`src/rtl/fpaddsub_arbiter_if.sv`:
```
// Bundle of every non-clock signal around fpaddsub_arbiter.
//   slave  : arbiter view (takes requests and datapath results, drives grants,
//            responses and issued operands)
//   master : environment view (requesters, response consumers, FP datapath)
// Per requester n in {0,1}:
//   reqn_valid/reqn_ready, reqn_a, reqn_b (IEEE-754 single), reqn_ctrl (0 add, 1 sub)
//   rspn_valid/rspn_ready, rspn_z, rspn_flags {OF, UF, DZ, NV, NX}
// Datapath side: fp_valid, fp_a, fp_b, fp_ctrl out; fp_z, fp_flags back.
// Optional (FPADD_ARB_STICKY_FLAGS_EN): stickyn_flags out, stickyn_clr in.
interface fpaddsub_arbiter_if;
  logic        req0_valid;
  logic        req0_ready;
  logic [31:0] req0_a;
  logic [31:0] req0_b;
  logic        req0_ctrl;
  logic        req1_valid;
  logic        req1_ready;
  logic [31:0] req1_a;
  logic [31:0] req1_b;
  logic        req1_ctrl;

  logic        rsp0_valid;
  logic        rsp0_ready;
  logic [31:0] rsp0_z;
  logic [4:0]  rsp0_flags;
  logic        rsp1_valid;
  logic        rsp1_ready;
  logic [31:0] rsp1_z;
  logic [4:0]  rsp1_flags;

  logic        fp_valid;
  logic [31:0] fp_a;
  logic [31:0] fp_b;
  logic        fp_ctrl;
  logic [31:0] fp_z;
  logic [4:0]  fp_flags;

`ifdef FPADD_ARB_STICKY_FLAGS_EN
  logic [4:0]  sticky0_flags;
  logic [4:0]  sticky1_flags;
  logic        sticky0_clr;
  logic        sticky1_clr;

  modport slave (
    input  req0_valid, req0_a, req0_b, req0_ctrl,
    input  req1_valid, req1_a, req1_b, req1_ctrl,
    output req0_ready, req1_ready,
    output rsp0_valid, rsp0_z, rsp0_flags, rsp1_valid, rsp1_z, rsp1_flags,
    input  rsp0_ready, rsp1_ready,
    output fp_valid, fp_a, fp_b, fp_ctrl,
    input  fp_z, fp_flags,
    output sticky0_flags, sticky1_flags,
    input  sticky0_clr, sticky1_clr
  );

  modport master (
    output req0_valid, req0_a, req0_b, req0_ctrl,
    output req1_valid, req1_a, req1_b, req1_ctrl,
    input  req0_ready, req1_ready,
    input  rsp0_valid, rsp0_z, rsp0_flags, rsp1_valid, rsp1_z, rsp1_flags,
    output rsp0_ready, rsp1_ready,
    input  fp_valid, fp_a, fp_b, fp_ctrl,
    output fp_z, fp_flags,
    input  sticky0_flags, sticky1_flags,
    output sticky0_clr, sticky1_clr
  );
`else
  modport slave (
    input  req0_valid, req0_a, req0_b, req0_ctrl,
    input  req1_valid, req1_a, req1_b, req1_ctrl,
    output req0_ready, req1_ready,
    output rsp0_valid, rsp0_z, rsp0_flags, rsp1_valid, rsp1_z, rsp1_flags,
    input  rsp0_ready, rsp1_ready,
    output fp_valid, fp_a, fp_b, fp_ctrl,
    input  fp_z, fp_flags
  );

  modport master (
    output req0_valid, req0_a, req0_b, req0_ctrl,
    output req1_valid, req1_a, req1_b, req1_ctrl,
    input  req0_ready, req1_ready,
    input  rsp0_valid, rsp0_z, rsp0_flags, rsp1_valid, rsp1_z, rsp1_flags,
    output rsp0_ready, rsp1_ready,
    input  fp_valid, fp_a, fp_b, fp_ctrl,
    output fp_z, fp_flags
  );
`endif
endinterface

```
`src/rtl/fpaddsub_arbiter.sv`:
```
// Two-requester round-robin arbiter in front of a shared fixed-latency FP
// add/sub pipeline, with a per-requester result FIFO and credit-based issue.
// Ports:
//   clk  : sole clock, rising edge
//   rst  : asynchronous active-high reset
//   bus  : fpaddsub_arbiter_if.slave (request, response and datapath signals)
// Parameters:
//   PIPE_LAT   : issue-to-result latency of the datapath (1..8)
//   FIFO_DEPTH : result FIFO depth per requester (power of two, 2..16)
// Optional feature macro: FPADD_ARB_STICKY_FLAGS_EN adds per-requester
// accumulated flag registers with a clear input.
module fpaddsub_arbiter #(
  parameter int unsigned PIPE_LAT   = 4,
  parameter int unsigned FIFO_DEPTH = 4
) (
  input logic               clk,
  input logic               rst,
  fpaddsub_arbiter_if.slave bus
);

  localparam int unsigned PtrW = $clog2(FIFO_DEPTH);
  localparam int unsigned CntW = PtrW + 1;

  typedef struct packed {
    logic [31:0] z;
    logic [4:0]  flags;
  } rspEntryT;

  typedef struct packed {
    logic valid;
    logic tag;
  } tagEntryT;

  // Per-port views of the interface signals
  logic            reqValid [2];
  logic [31:0]     reqA     [2];
  logic [31:0]     reqB     [2];
  logic            reqCtrl  [2];
  logic            rspReady [2];
  logic            rspValid [2];
  rspEntryT        rspHead  [2];
  logic [CntW-1:0] credit   [2];

  assign reqValid[0] = bus.req0_valid;
  assign reqValid[1] = bus.req1_valid;
  assign reqA[0]     = bus.req0_a;
  assign reqA[1]     = bus.req1_a;
  assign reqB[0]     = bus.req0_b;
  assign reqB[1]     = bus.req1_b;
  assign reqCtrl[0]  = bus.req0_ctrl;
  assign reqCtrl[1]  = bus.req1_ctrl;
  assign rspReady[0] = bus.rsp0_ready;
  assign rspReady[1] = bus.rsp1_ready;

  assign bus.rsp0_valid = rspValid[0];
  assign bus.rsp0_z     = rspHead[0].z;
  assign bus.rsp0_flags = rspHead[0].flags;
  assign bus.rsp1_valid = rspValid[1];
  assign bus.rsp1_z     = rspHead[1].z;
  assign bus.rsp1_flags = rspHead[1].flags;

  logic       prioPtr;
  logic [1:0] eligible;
  logic [1:0] grant;
  logic       anyGrant;
  logic       grantIdx;

  // Eligibility and grant; the favoured requester (prioPtr) wins a tie
  always_comb begin
    eligible = '0;
    grant    = '0;
    for (int p = 0; p < 2; p++) begin
      eligible[p] = reqValid[p] && (credit[p] < CntW'(FIFO_DEPTH));
    end
    if (!rst) begin
      if (eligible == 2'b11) begin
        grant[prioPtr] = 1'b1;
      end else begin
        grant = eligible;
      end
    end
  end

  assign anyGrant       = |grant;
  assign grantIdx       = grant[1];
  assign bus.req0_ready = grant[0];
  assign bus.req1_ready = grant[1];

  // Issued operands are zeroed when nothing is granted
  always_comb begin
    bus.fp_valid = anyGrant;
    bus.fp_a     = '0;
    bus.fp_b     = '0;
    bus.fp_ctrl  = 1'b0;
    if (anyGrant) begin
      bus.fp_a    = reqA[grantIdx];
      bus.fp_b    = reqB[grantIdx];
      bus.fp_ctrl = reqCtrl[grantIdx];
    end
  end

  // Pointer only moves on contended grants
  always_ff @(posedge clk or posedge rst) begin
    if (rst) begin
      prioPtr <= 1'b0;
    end else if (eligible == 2'b11) begin
      prioPtr <= ~prioPtr;
    end
  end

  // Tag pipeline shadowing the datapath latency
  tagEntryT tagPipe [PIPE_LAT];
  tagEntryT tagExit;

  always_ff @(posedge clk or posedge rst) begin
    if (rst) begin
      for (int i = 0; i < PIPE_LAT; i++) begin
        tagPipe[i] <= '0;
      end
    end else begin
      tagPipe[0].valid <= anyGrant;
      tagPipe[0].tag   <= grantIdx;
      for (int i = 1; i < PIPE_LAT; i++) begin
        tagPipe[i] <= tagPipe[i-1];
      end
    end
  end

  assign tagExit = tagPipe[PIPE_LAT-1];

`ifdef FPADD_ARB_STICKY_FLAGS_EN
  logic       stickyClr   [2];
  logic [4:0] stickyFlags [2];

  assign stickyClr[0]      = bus.sticky0_clr;
  assign stickyClr[1]      = bus.sticky1_clr;
  assign bus.sticky0_flags = stickyFlags[0];
  assign bus.sticky1_flags = stickyFlags[1];
`endif

  for (genvar p = 0; p < 2; p++) begin : gPort
    rspEntryT        mem [FIFO_DEPTH];
    logic [PtrW-1:0] wrPtr;
    logic [PtrW-1:0] rdPtr;
    logic [CntW-1:0] occQ;
    logic [CntW-1:0] creditQ;
    logic            push;
    logic            pop;

    assign push        = tagExit.valid && (tagExit.tag == 1'(p));
    assign pop         = rspValid[p] && rspReady[p];
    assign rspValid[p] = (occQ != '0);
    assign rspHead[p]  = mem[rdPtr];
    assign credit[p]   = creditQ;

    // FIFO pointers and occupancy; push and pop may coincide
    always_ff @(posedge clk or posedge rst) begin
      if (rst) begin
        wrPtr <= '0;
        rdPtr <= '0;
        occQ  <= '0;
      end else begin
        if (push) wrPtr <= wrPtr + PtrW'(1);
        if (pop)  rdPtr <= rdPtr + PtrW'(1);
        if (push && !pop) begin
          occQ <= occQ + CntW'(1);
        end else if (pop && !push) begin
          occQ <= occQ - CntW'(1);
        end
      end
    end

    // Result storage is not reset; occupancy gates visibility
    always_ff @(posedge clk) begin
      if (push) begin
        mem[wrPtr] <= '{z: bus.fp_z, flags: bus.fp_flags};
      end
    end

    // Credit = in-flight ops for this port + FIFO occupancy
    always_ff @(posedge clk or posedge rst) begin
      if (rst) begin
        creditQ <= '0;
      end else if (grant[p] && !pop) begin
        creditQ <= creditQ + CntW'(1);
      end else if (pop && !grant[p]) begin
        creditQ <= creditQ - CntW'(1);
      end
    end

`ifndef SYNTHESIS
    always @(posedge clk) begin
      if (!rst) begin
        assert (!(push && (occQ == CntW'(FIFO_DEPTH))))
          else $error("result fifo %0d written while full", p);
      end
    end
`endif

`ifdef FPADD_ARB_STICKY_FLAGS_EN
    logic [4:0] stickyQ;

    // A clear coinciding with a write keeps only the new flags
    always_ff @(posedge clk or posedge rst) begin
      if (rst) begin
        stickyQ <= '0;
      end else if (push) begin
        stickyQ <= stickyClr[p] ? bus.fp_flags : (stickyQ | bus.fp_flags);
      end else if (stickyClr[p]) begin
        stickyQ <= '0;
      end
    end

    assign stickyFlags[p] = stickyQ;
`endif
  end

endmodule

```
`src/flat_wrapper.sv`:
```
// flat-port wrapper written by rule: the top's interface ports become plain ports
module fpaddsub_arbiter_flat 
#(
  parameter int unsigned PIPE_LAT   = 4,
  parameter int unsigned FIFO_DEPTH = 4
)
  (clk, rst, bus_req0_valid, bus_req0_a, bus_req0_b, bus_req0_ctrl, bus_req1_valid, bus_req1_a, bus_req1_b, bus_req1_ctrl, bus_req0_ready, bus_req1_ready, bus_rsp0_valid, bus_rsp0_z, bus_rsp0_flags, bus_rsp1_valid, bus_rsp1_z, bus_rsp1_flags, bus_rsp0_ready, bus_rsp1_ready, bus_fp_valid, bus_fp_a, bus_fp_b, bus_fp_ctrl, bus_fp_z, bus_fp_flags);
  fpaddsub_arbiter_if bus_i ();
  input logic clk;
  input logic rst;
  input wire logic [$bits(bus_i.req0_valid)-1:0] bus_req0_valid;
  input wire logic [$bits(bus_i.req0_a)-1:0] bus_req0_a;
  input wire logic [$bits(bus_i.req0_b)-1:0] bus_req0_b;
  input wire logic [$bits(bus_i.req0_ctrl)-1:0] bus_req0_ctrl;
  input wire logic [$bits(bus_i.req1_valid)-1:0] bus_req1_valid;
  input wire logic [$bits(bus_i.req1_a)-1:0] bus_req1_a;
  input wire logic [$bits(bus_i.req1_b)-1:0] bus_req1_b;
  input wire logic [$bits(bus_i.req1_ctrl)-1:0] bus_req1_ctrl;
  output wire logic [$bits(bus_i.req0_ready)-1:0] bus_req0_ready;
  output wire logic [$bits(bus_i.req1_ready)-1:0] bus_req1_ready;
  output wire logic [$bits(bus_i.rsp0_valid)-1:0] bus_rsp0_valid;
  output wire logic [$bits(bus_i.rsp0_z)-1:0] bus_rsp0_z;
  output wire logic [$bits(bus_i.rsp0_flags)-1:0] bus_rsp0_flags;
  output wire logic [$bits(bus_i.rsp1_valid)-1:0] bus_rsp1_valid;
  output wire logic [$bits(bus_i.rsp1_z)-1:0] bus_rsp1_z;
  output wire logic [$bits(bus_i.rsp1_flags)-1:0] bus_rsp1_flags;
  input wire logic [$bits(bus_i.rsp0_ready)-1:0] bus_rsp0_ready;
  input wire logic [$bits(bus_i.rsp1_ready)-1:0] bus_rsp1_ready;
  output wire logic [$bits(bus_i.fp_valid)-1:0] bus_fp_valid;
  output wire logic [$bits(bus_i.fp_a)-1:0] bus_fp_a;
  output wire logic [$bits(bus_i.fp_b)-1:0] bus_fp_b;
  output wire logic [$bits(bus_i.fp_ctrl)-1:0] bus_fp_ctrl;
  input wire logic [$bits(bus_i.fp_z)-1:0] bus_fp_z;
  input wire logic [$bits(bus_i.fp_flags)-1:0] bus_fp_flags;
  assign bus_i.req0_valid = bus_req0_valid;
  assign bus_i.req0_a = bus_req0_a;
  assign bus_i.req0_b = bus_req0_b;
  assign bus_i.req0_ctrl = bus_req0_ctrl;
  assign bus_i.req1_valid = bus_req1_valid;
  assign bus_i.req1_a = bus_req1_a;
  assign bus_i.req1_b = bus_req1_b;
  assign bus_i.req1_ctrl = bus_req1_ctrl;
  assign bus_req0_ready = bus_i.req0_ready;
  assign bus_req1_ready = bus_i.req1_ready;
  assign bus_rsp0_valid = bus_i.rsp0_valid;
  assign bus_rsp0_z = bus_i.rsp0_z;
  assign bus_rsp0_flags = bus_i.rsp0_flags;
  assign bus_rsp1_valid = bus_i.rsp1_valid;
  assign bus_rsp1_z = bus_i.rsp1_z;
  assign bus_rsp1_flags = bus_i.rsp1_flags;
  assign bus_i.rsp0_ready = bus_rsp0_ready;
  assign bus_i.rsp1_ready = bus_rsp1_ready;
  assign bus_fp_valid = bus_i.fp_valid;
  assign bus_fp_a = bus_i.fp_a;
  assign bus_fp_b = bus_i.fp_b;
  assign bus_fp_ctrl = bus_i.fp_ctrl;
  assign bus_i.fp_z = bus_fp_z;
  assign bus_i.fp_flags = bus_fp_flags;
  fpaddsub_arbiter #(.PIPE_LAT(PIPE_LAT), .FIFO_DEPTH(FIFO_DEPTH)) u_core (.clk(clk), .rst(rst), .bus(bus_i));
endmodule
```
`config.mk`:
```
export PLATFORM = sky130hd
export DESIGN_NAME = fpaddsub_arbiter_flat
export DESIGN_NICKNAME = d
export VERILOG_FILES = /design/src/rtl/fpaddsub_arbiter_if.sv /design/src/rtl/fpaddsub_arbiter.sv /design/src/flat_wrapper.sv
export SDC_FILE = /design/constraint.sdc
export NUM_CORES = 1
export LEC_CHECK = 0
export BUFFER_PORTS_ARGS = -buffer_cell sky130_fd_sc_hd__buf_4
export CAP_MARGIN = 5
export CORE_ASPECT_RATIO = 2
export CORE_MARGIN = 2
export CORE_UTILIZATION = 53
export CTS_BUF_LIST = sky130_fd_sc_hd__clkbuf_4 sky130_fd_sc_hd__clkbuf_8 sky130_fd_sc_hd__clkbuf_16
export DETAILED_ROUTE_END_ITERATION = 7
export GPL_TIMING_DRIVEN = 0
export PLACE_DENSITY = 0.8
export SLEW_MARGIN = 20
export SYNTH_ARGS = -nofsm -noshare
export SYNTH_HDL_FRONTEND = slang
export SYNTH_SLANG_ARGS = --single-unit
```
`constraint.sdc`:
```
create_clock -name clk -period 3 [get_ports clk]
set_clock_uncertainty 0.2 [all_clocks]
set_input_delay 0.45 -clock clk [delete_from_list [all_inputs] [get_ports clk]]
set_output_delay 0.45 -clock clk [all_outputs]
set_load 0.005 [all_outputs]
```
==> results of run 1 <==
-- sequential cells by signal, summed over array words and instances, names as in the netlist --
signal                count
u_core.gPort.mem        296
u_core.gPort.creditQ      6
u_core.gPort.occQ         6
u_core.tagPipe            6
u_core.gPort.rdPtr        4
u_core.gPort.wrPtr        4
u_core.tagExit            2
u_core.prioPtr            1
-- where the power goes --
part	internal, mW	switching, mW	leakage (nW)
Combinational	1.32	1.10	2.88
Sequential	5.18	0.0967	3.04
Clock	1.66	1.44	0.371
-- how the worst max path moves through the flow --
stage / from / to / slack (ns)
2_1_floorplan: rst / u_core.gPort[1].creditQ[2]$_DFFE_PP0P_ / 0.22
3_3_place_gp: rst / u_core.gPort[1].creditQ[2]$_DFFE_PP0P_ / -0.32
3_5_place_dp: rst / u_core.gPort[1].creditQ[2]$_DFFE_PP0P_ / -0.36
4_1_cts: u_core.gPort[0].rdPtr[0]$_DFFE_PP0P_ / bus_rsp0_z[30] / 0.04
5_1_grt: u_core.gPort[0].rdPtr[0]$_DFFE_PP0P_ / bus_rsp0_z[30] / 0.0003
6_report: u_core.gPort[0].rdPtr[0]$_DFFE_PP0P_ / bus_rsp0_z[30] / 0.07
-- placed cells by master (no fill, tap or decap), drive strengths merged, types with 9 or more instances in the layout --
master       count
buf            347
edfxtp         296
mux4            74
a22o            65
dlygate4sd3     39
clkbuf          35
dfrtp           29
ha              12
xnor2           11
inv             11
clkinv           9
-- layer usage --
layer	routed length (um)	part of all wire	vias to the layer above
met3	3770	0.11	75
met4	1630	0.046	10
met5	67	0.0019	-
met1	12200	0.34	3725
li1	-	-	3171
met2	17700	0.50	532
-- logic make-up (layout without fill, tap and decap cells) --
family	after synthesis	after routing	synth area share
other	0	8	0
AOI/OAI and AO/OA	70	70	0.0481
adders and majority gates	16	16	0.0181
DFF	325	325	0.757
xor gates and xnor gates	19	19	0.0131
muxes	78	78	0.135
and+or+nand+nor	25	25	0.0108
buffers and inverters	42	445	0.0179
-- what timing repair did --
action                                 CTS  global route
endpoints found under the hold margin  326             0
resized for setup                        0             2
gates cloned                             1             0
hold buffers                            39             0
setup endpoints to repair               45             4
-- worst max-delay path: cells and delay by family (launching register included) --
kind | cells | cell delay [ns]
muxes | 1 | 0.60
DFF | 1 | 0.40
buffers and inverters | 3 | 0.75
-- Yosys cell counts, types with 2 or more instances --
cell,number
or3_1,2
dfrtp_1,29
buf_6,4
nor2_1,5
xnor2_1,11
buf_2,17
and3_1,4
buf_4,5
mux2_2,4
o21ai_0,2
clkbuf_1,5
xor2_1,8
fa_1,4
inv_1,11
ha_1,12
nand2_1,4
mux4_2,74
and2_1,4
nand3_1,3
a22o_1,65
edfxtp_1,296
-- final cells by class --
type / count / area, um2
clock buffer: 30 / 663
timing repair buffer: 360 / 2880
inverter: 11 / 45.0
sequential: 325 / 9610
multi-input combinational: 208 / 2870
clock inverter: 12 / 83.8
antenna: 8 / 20.0
fill: 1485 / 7000
tap: 287 / 359
buffer: 31 / 188
timing repair inverter: 1 / 5.00
==> key figures, run 1 <==
STA
  • Hold Slack: 0.0235 ns
  • Final Hold Viols: 0
  • Final TNS setup: 0 ns
  • Endpoints failing setup: 0
  • Crit path time final: 2.93 ns
  • Fin worst setup slack: 0.0731 ns
  • Rel. slew slack: 0.415
  • RSZ-0062 raised after global routing: false
  • Fin crit share: 0.976
  • Peak Freq: 342 MHz
  • Final-report max-slew violation count: 0
  • Slew @ Worst Pin: 0.872 ns

Placed design
  • Setup slack after placement: -0.358 ns
  • DP Area: 15600 um2
  • Routability cong.: 1.02
  • PortBufs: 316
  • Placed Instances: 1183
  • Final HPWL DP: 24800 um

Clock network
  • Setup Fix Bufs, Post-CTS: 0
  • CTS sink cnt: 325
  • CTS tree: built
  • Num CTS Buffers: 24
  • Root buf cell: clkbuf_16
  • Clock latency on the worst-skew pair: 0.52 ns
  • H-tree depth: 1
  • Max clock buf depth: 3
  • CTS clk-pin slew, worst paths: 0.08 ns

Floorplanning
  • Row count: 80
  • Starting Density: 0.535
  • Total die area: 25300 um2
  • Core area: 23700 um2
  • Die H: 223 um
  • Die Span X: 113 um
  • I/O Pins: 317

Power
  • Peak supply drop: 0.000387 V
  • LEAKAGE: 6.29 nW
  • Power Density: 646 nW/um2
  • Final Power: 10.8 mW

Global route
  • M3 GR Usage: 0.0685
  • First-pass GRT wire length: 50100 um
  • GRT Overall Usage: 0.280
  • Initial antenna violation count: 9
  • Total grt overflow: 0
  • Met1 Track Usage GR: 0.356
  • Largest net degree at the start of global routing: 38
  • Busiest grt layer: met2
  • GR Util met2: 0.459
  • Vias in the first global route: 7710

Yosys
  • Synth unique cells: 27
  • Synth top area cells: edfxtp_1, mux4_2, dfrtp_1, a22o_1, ha_1
  • Netlist Area Pre-Place: 12700 um2
  • Syn Nets: 764
  • Syn Area/Cell: 22.1 um2
  • Seq/Total Area, Yosys: 0.757
  • Ys Warns: 0
  • Cells after Synth: 575
  • Async SR Flop Fraction: 0.0892
  • Number of flops mapped to enable cells by yosys: 296
  • Primary FF master, synth: edfxtp_1
  • Cell taking the most area after synthesis: edfxtp_1
  • Synth top area share: 0.700
  • Synthesized flop and latch total: 325

Worst hold path
  • Hold path endpoint: u_core.gPort[0].rdPtr[1]$_DFFE_PP0P_
  • Worst hold start: bus_rsp0_ready
  • Hold Crit Class: input port to flop
  • WHS Path Cells: 3

Status
  • Status: finished, final reports clean

Setup path
  • CP max stage delay: 0.60 ns
  • R2R depth: 9
  • Critical Path AT: 2.28 ns
  • Crit path kind: flop to primary output
  • FF-to-FF Start: u_core.gPort[0].creditQ[2]$_DFFE_PP0P_
  • Startpoint types: flop
  • CP Data Required Time: 2.35 ns
  • Critical path endpoint category: primary output
  • CP max FO: 10
  • Worst reg2reg endpoint: u_core.gPort[0].creditQ[2]$_DFFE_PP0P_
  • Most frequent CP cell: buf_4
  • Setup slack, reg-to-reg: 0.35 ns
  • Cells along the critical path: buf_4 -> buf_4 -> mux4_2 -> buf_4
  • Slowest-stage cell, CP: mux4_2

Routing
  • Antenna viol nets, final: 0
  • Routed WL: 35300 um
  • Drt wl/cell: 27.7 um
  • DR vias/cell: 5.90
  • DR vias: 7513
  • Iteration-0 DRC Markers: 884
  • DRC viols: 0
  • DRT Pass-1 Iters: 5

Final layout
  • Fin cells: 1273
  • Final Util: 0.705
  • Layout cells sized above 1: 0.485
  • Nets: 1151
  • Layout area overhead: 31.7%
  • Fin area: 16700 um2

Flow run
  • MaxCap Viol Count: 0
(Power assumes the default switching activity.)
==> inputs of run 2 (changes only) <==
REMOVE_ABC_BUFFERS = 1   (was not set)
SETUP_SLACK_MARGIN = 0.3   (was not set)
==> run 2 against run 1 <==
Cell count increased by 0.24%. Core utilization increased by 2.1 points. Combinational power increased by 5%. Global-route usage decreased by 0.91 points. Fmax increased by 5.7%. Design area increased by 2.9%. Largest cell class unchanged. Largest power group unchanged. Highest routed layer unchanged.
==> key figures, run 2 (synthesis results as in run 1) <==
Status
  • Status: finished, final reports clean

Routing
  • Routed WL: 35200 um (-0.27%)
  • DRT Pass-1 Iters: 5 (unchanged)
  • DR vias: 7708 (+2.6%)
  • Drt wl/cell: 27.6 um (-0.50%)
  • DR vias/cell: 6.04 (+2.4%)
  • Antenna viol nets, final: 0 (unchanged)
  • DRC viols: 0 (unchanged)
  • Iteration-0 DRC Markers: 689 (-22%)

Floorplanning
  • Total die area: 25300 um2 (unchanged)
  • Row count: 80 (unchanged)
  • Starting Density: 0.535 (unchanged)
  • Core area: 23700 um2 (unchanged)
  • Die Span X: 113 um (unchanged)
  • Die H: 223 um (unchanged)
  • I/O Pins: 317 (unchanged)

Setup path
  • Crit path kind: input port to primary output
  • Family with the most delay on the worst path: buffers and inverters
  • CP max FO: 11 (+1)
  • Startpoint types: input port
  • CP Data Required Time: 2.35 ns (about the same)
  • Critical path endpoint category: primary output
  • Critical Path AT: 2.12 ns (-0.16 ns)
  • CP max stage delay: 0.62 ns (+0.02 ns)
  • Slowest-stage cell, CP: dlygate4sd3_1
  • Crit path buf inv count: 4 (+1)
  • Most frequent CP cell: buf_4
  • Cells along the critical path: buf_4 -> dlygate4sd3_1 -> inv_4 -> o2111a_1 -> a22o_1 -> buf_4

Final layout
  • Commonest non-fill, non-tap cells in the layout: buf_4, edfxtp_1, mux4_2
  • Fin area: 17200 um2 (+2.9%)
  • Most common cell after layout, fill and taps aside: buf_4
  • Layout area overhead: 35.6%
  • Max reg flops: 296 (unchanged)
  • Nets: 1155 (+0.35%)
  • Layout cells sized above 1: 0.506 (+0.0214)
  • Most flops, register: u_core.gPort.mem
  • Final Util: 0.726 (+0.0206)

Placed design
  • DP Area: 15500 um2 (-0.55%)
  • Setup slack after placement: -0.416 ns (-0.0580 ns)
  • Final HPWL DP: 21500 um (-14%)
  • PortBufs: 316 (unchanged)
  • Routability cong.: 0.897 (-12%)

Clock network
  • Root buf cell: clkbuf_16
  • CTS clk-pin slew, worst paths: 0.07 ns (about the same)
  • H-tree depth: 1 (unchanged)
  • Num CTS Buffers: 25 (+4.2%)
  • Clock latency on the worst-skew pair: 0.54 ns (+0.02 ns)
  • Max clock buf depth: 3 (unchanged)
  • CTS tree: built
  • CTS sink cnt: 325 (unchanged)

Power
  • Power Density: 668 nW/um2 (+3.4%)
  • Final Power: 11.5 mW (+6.4%)
  • LEAKAGE: 6.45 nW (+2.4%)
  • Peak supply drop: 0.000378 V (-2.3%)

STA
  • Rel. slew slack: 0.555 (+0.140)
  • Final-report max-slew violation count: 0 (unchanged)
  • RSZ-0062 raised after global routing: true
  • Crit path time final: 2.77 ns (-0.158 ns)
  • Slew @ Worst Pin: 0.667 ns (-0.205 ns)
  • Fin crit share: 0.923 (-0.0527)
  • Endpoints failing setup: 0 (unchanged)
  • Hold Slack: 0.0266 ns (+0.00310 ns)
  • Peak Freq: 361 MHz (+5.7%)
  • Final Hold Viols: 0 (unchanged)
  • Fin worst setup slack: 0.231 ns (+0.158 ns)

Global route
  • Largest net degree at the start of global routing: 38 (unchanged)
  • Total grt overflow: 0 (unchanged)
  • First-pass GRT wire length: 48800 um (-2.5%)
  • Initial antenna violation count: 10 (+1)
  • GRT Overall Usage: 0.270 (-0.00914)
  • Vias in the first global route: 7792 (+1.1%)

Worst hold path
  • Hold Crit Class: input port to flop

Flow run
  • MaxCap Viol Count: 0 (unchanged)
==> run 2: cell count changes in the layout (fill, tap and decap cells not counted), sizes merged <==
cell and change:
clkbuf -5, bufinv +5, o2111a +9, clkinvlp -2, inv +2, diode -3, buf -3
==> run 2: path summary, 6_finish.rpt <==
| check | depth (start not counted) | end | from | slack (ns) |
|---|---|---|---|---|
| worst max-delay path | 6 | bus_fp_b[4] | rst | 0.23 |
| worst min-delay path | 3 | u_core.gPort[0].rdPtr[1]$_DFFE_PP0P_ | bus_rsp0_ready | 0.03 |
| worst max register to register | 10 | u_core.gPort[0].creditQ[2]$_DFFE_PP0P_ | u_core.gPort[0].creditQ[2]$_DFFE_PP0P_ | 0.38 |
| worst min register to register | 0 | u_core.tagPipe[4]$_DFF_PP0_ | u_core.tagPipe[6]$_DFF_PP0_ | 0.15 |
| max in group asynchronous | 5 | u_core.gPort[0].rdPtr[1]$_DFFE_PP0P_ | rst | 1.85 |
| min in group asynchronous | 5 | u_core.gPort[0].occQ[2]$_DFFE_PP0P_ | rst | 0.57 |
==> run 2: power by group <==
group / total (mW) / leakage, nW / switching [mW] / internal [mW]
sequential: 5.35 / 3.03 / 0.155 / 5.19
combinational: 2.55 / 2.97 / 1.07 / 1.48
clock: 3.60 / 0.437 / 1.53 / 2.07
total: 11.5 / 6.45 / 2.75 / 8.75
==> run 2: tightest hold or removal path: stages <==
cell     delay [ns]
buf_4          0.12
nand3_1        0.09
xnor2_1        0.06
==> run 2: per-layer routing <==
metal	GRT usage	vias to the layer above	routed length, um
met5	0	-	54
met2	0.459	468	18000
met1	0.326	3899	12200
li1	-	3222	-
met3	0.0513	109	2660
met4	0.147	10	2320
==> run 2: area by class of cell <==
| cell class | instances | area, um2 |
|---|---|---|
| antenna | 5 | 12.5 |
| clock buffer | 27 | 641 |
| clock inverter | 18 | 249 |
| fill | 1425 | 6510 |
| inverter | 11 | 46.3 |
| multi-input combinational | 217 | 3050 |
| sequential | 325 | 9630 |
| tap | 287 | 359 |
| timing repair buffer | 386 | 3230 |
==> run 2: per-stage QoR <==
step           cells  setup TNS, ns
3_5_place_dp    1157         -0.767
2_1_floorplan    544         -58.41
6_report        1276              0
3_3_place_gp    1147        -244.52
4_1_cts         1262              0
5_1_grt         1275              0
==> run 2: repair_timing <==
item,4_1_cts,5_1_grt
resized for setup,17,7
buffers inserted,13,3
endpoints found under the setup margin,118,44
hold endpoints to repair,327,0
pin swaps,5,13
gates cloned,7,6
hold buffers,40,0
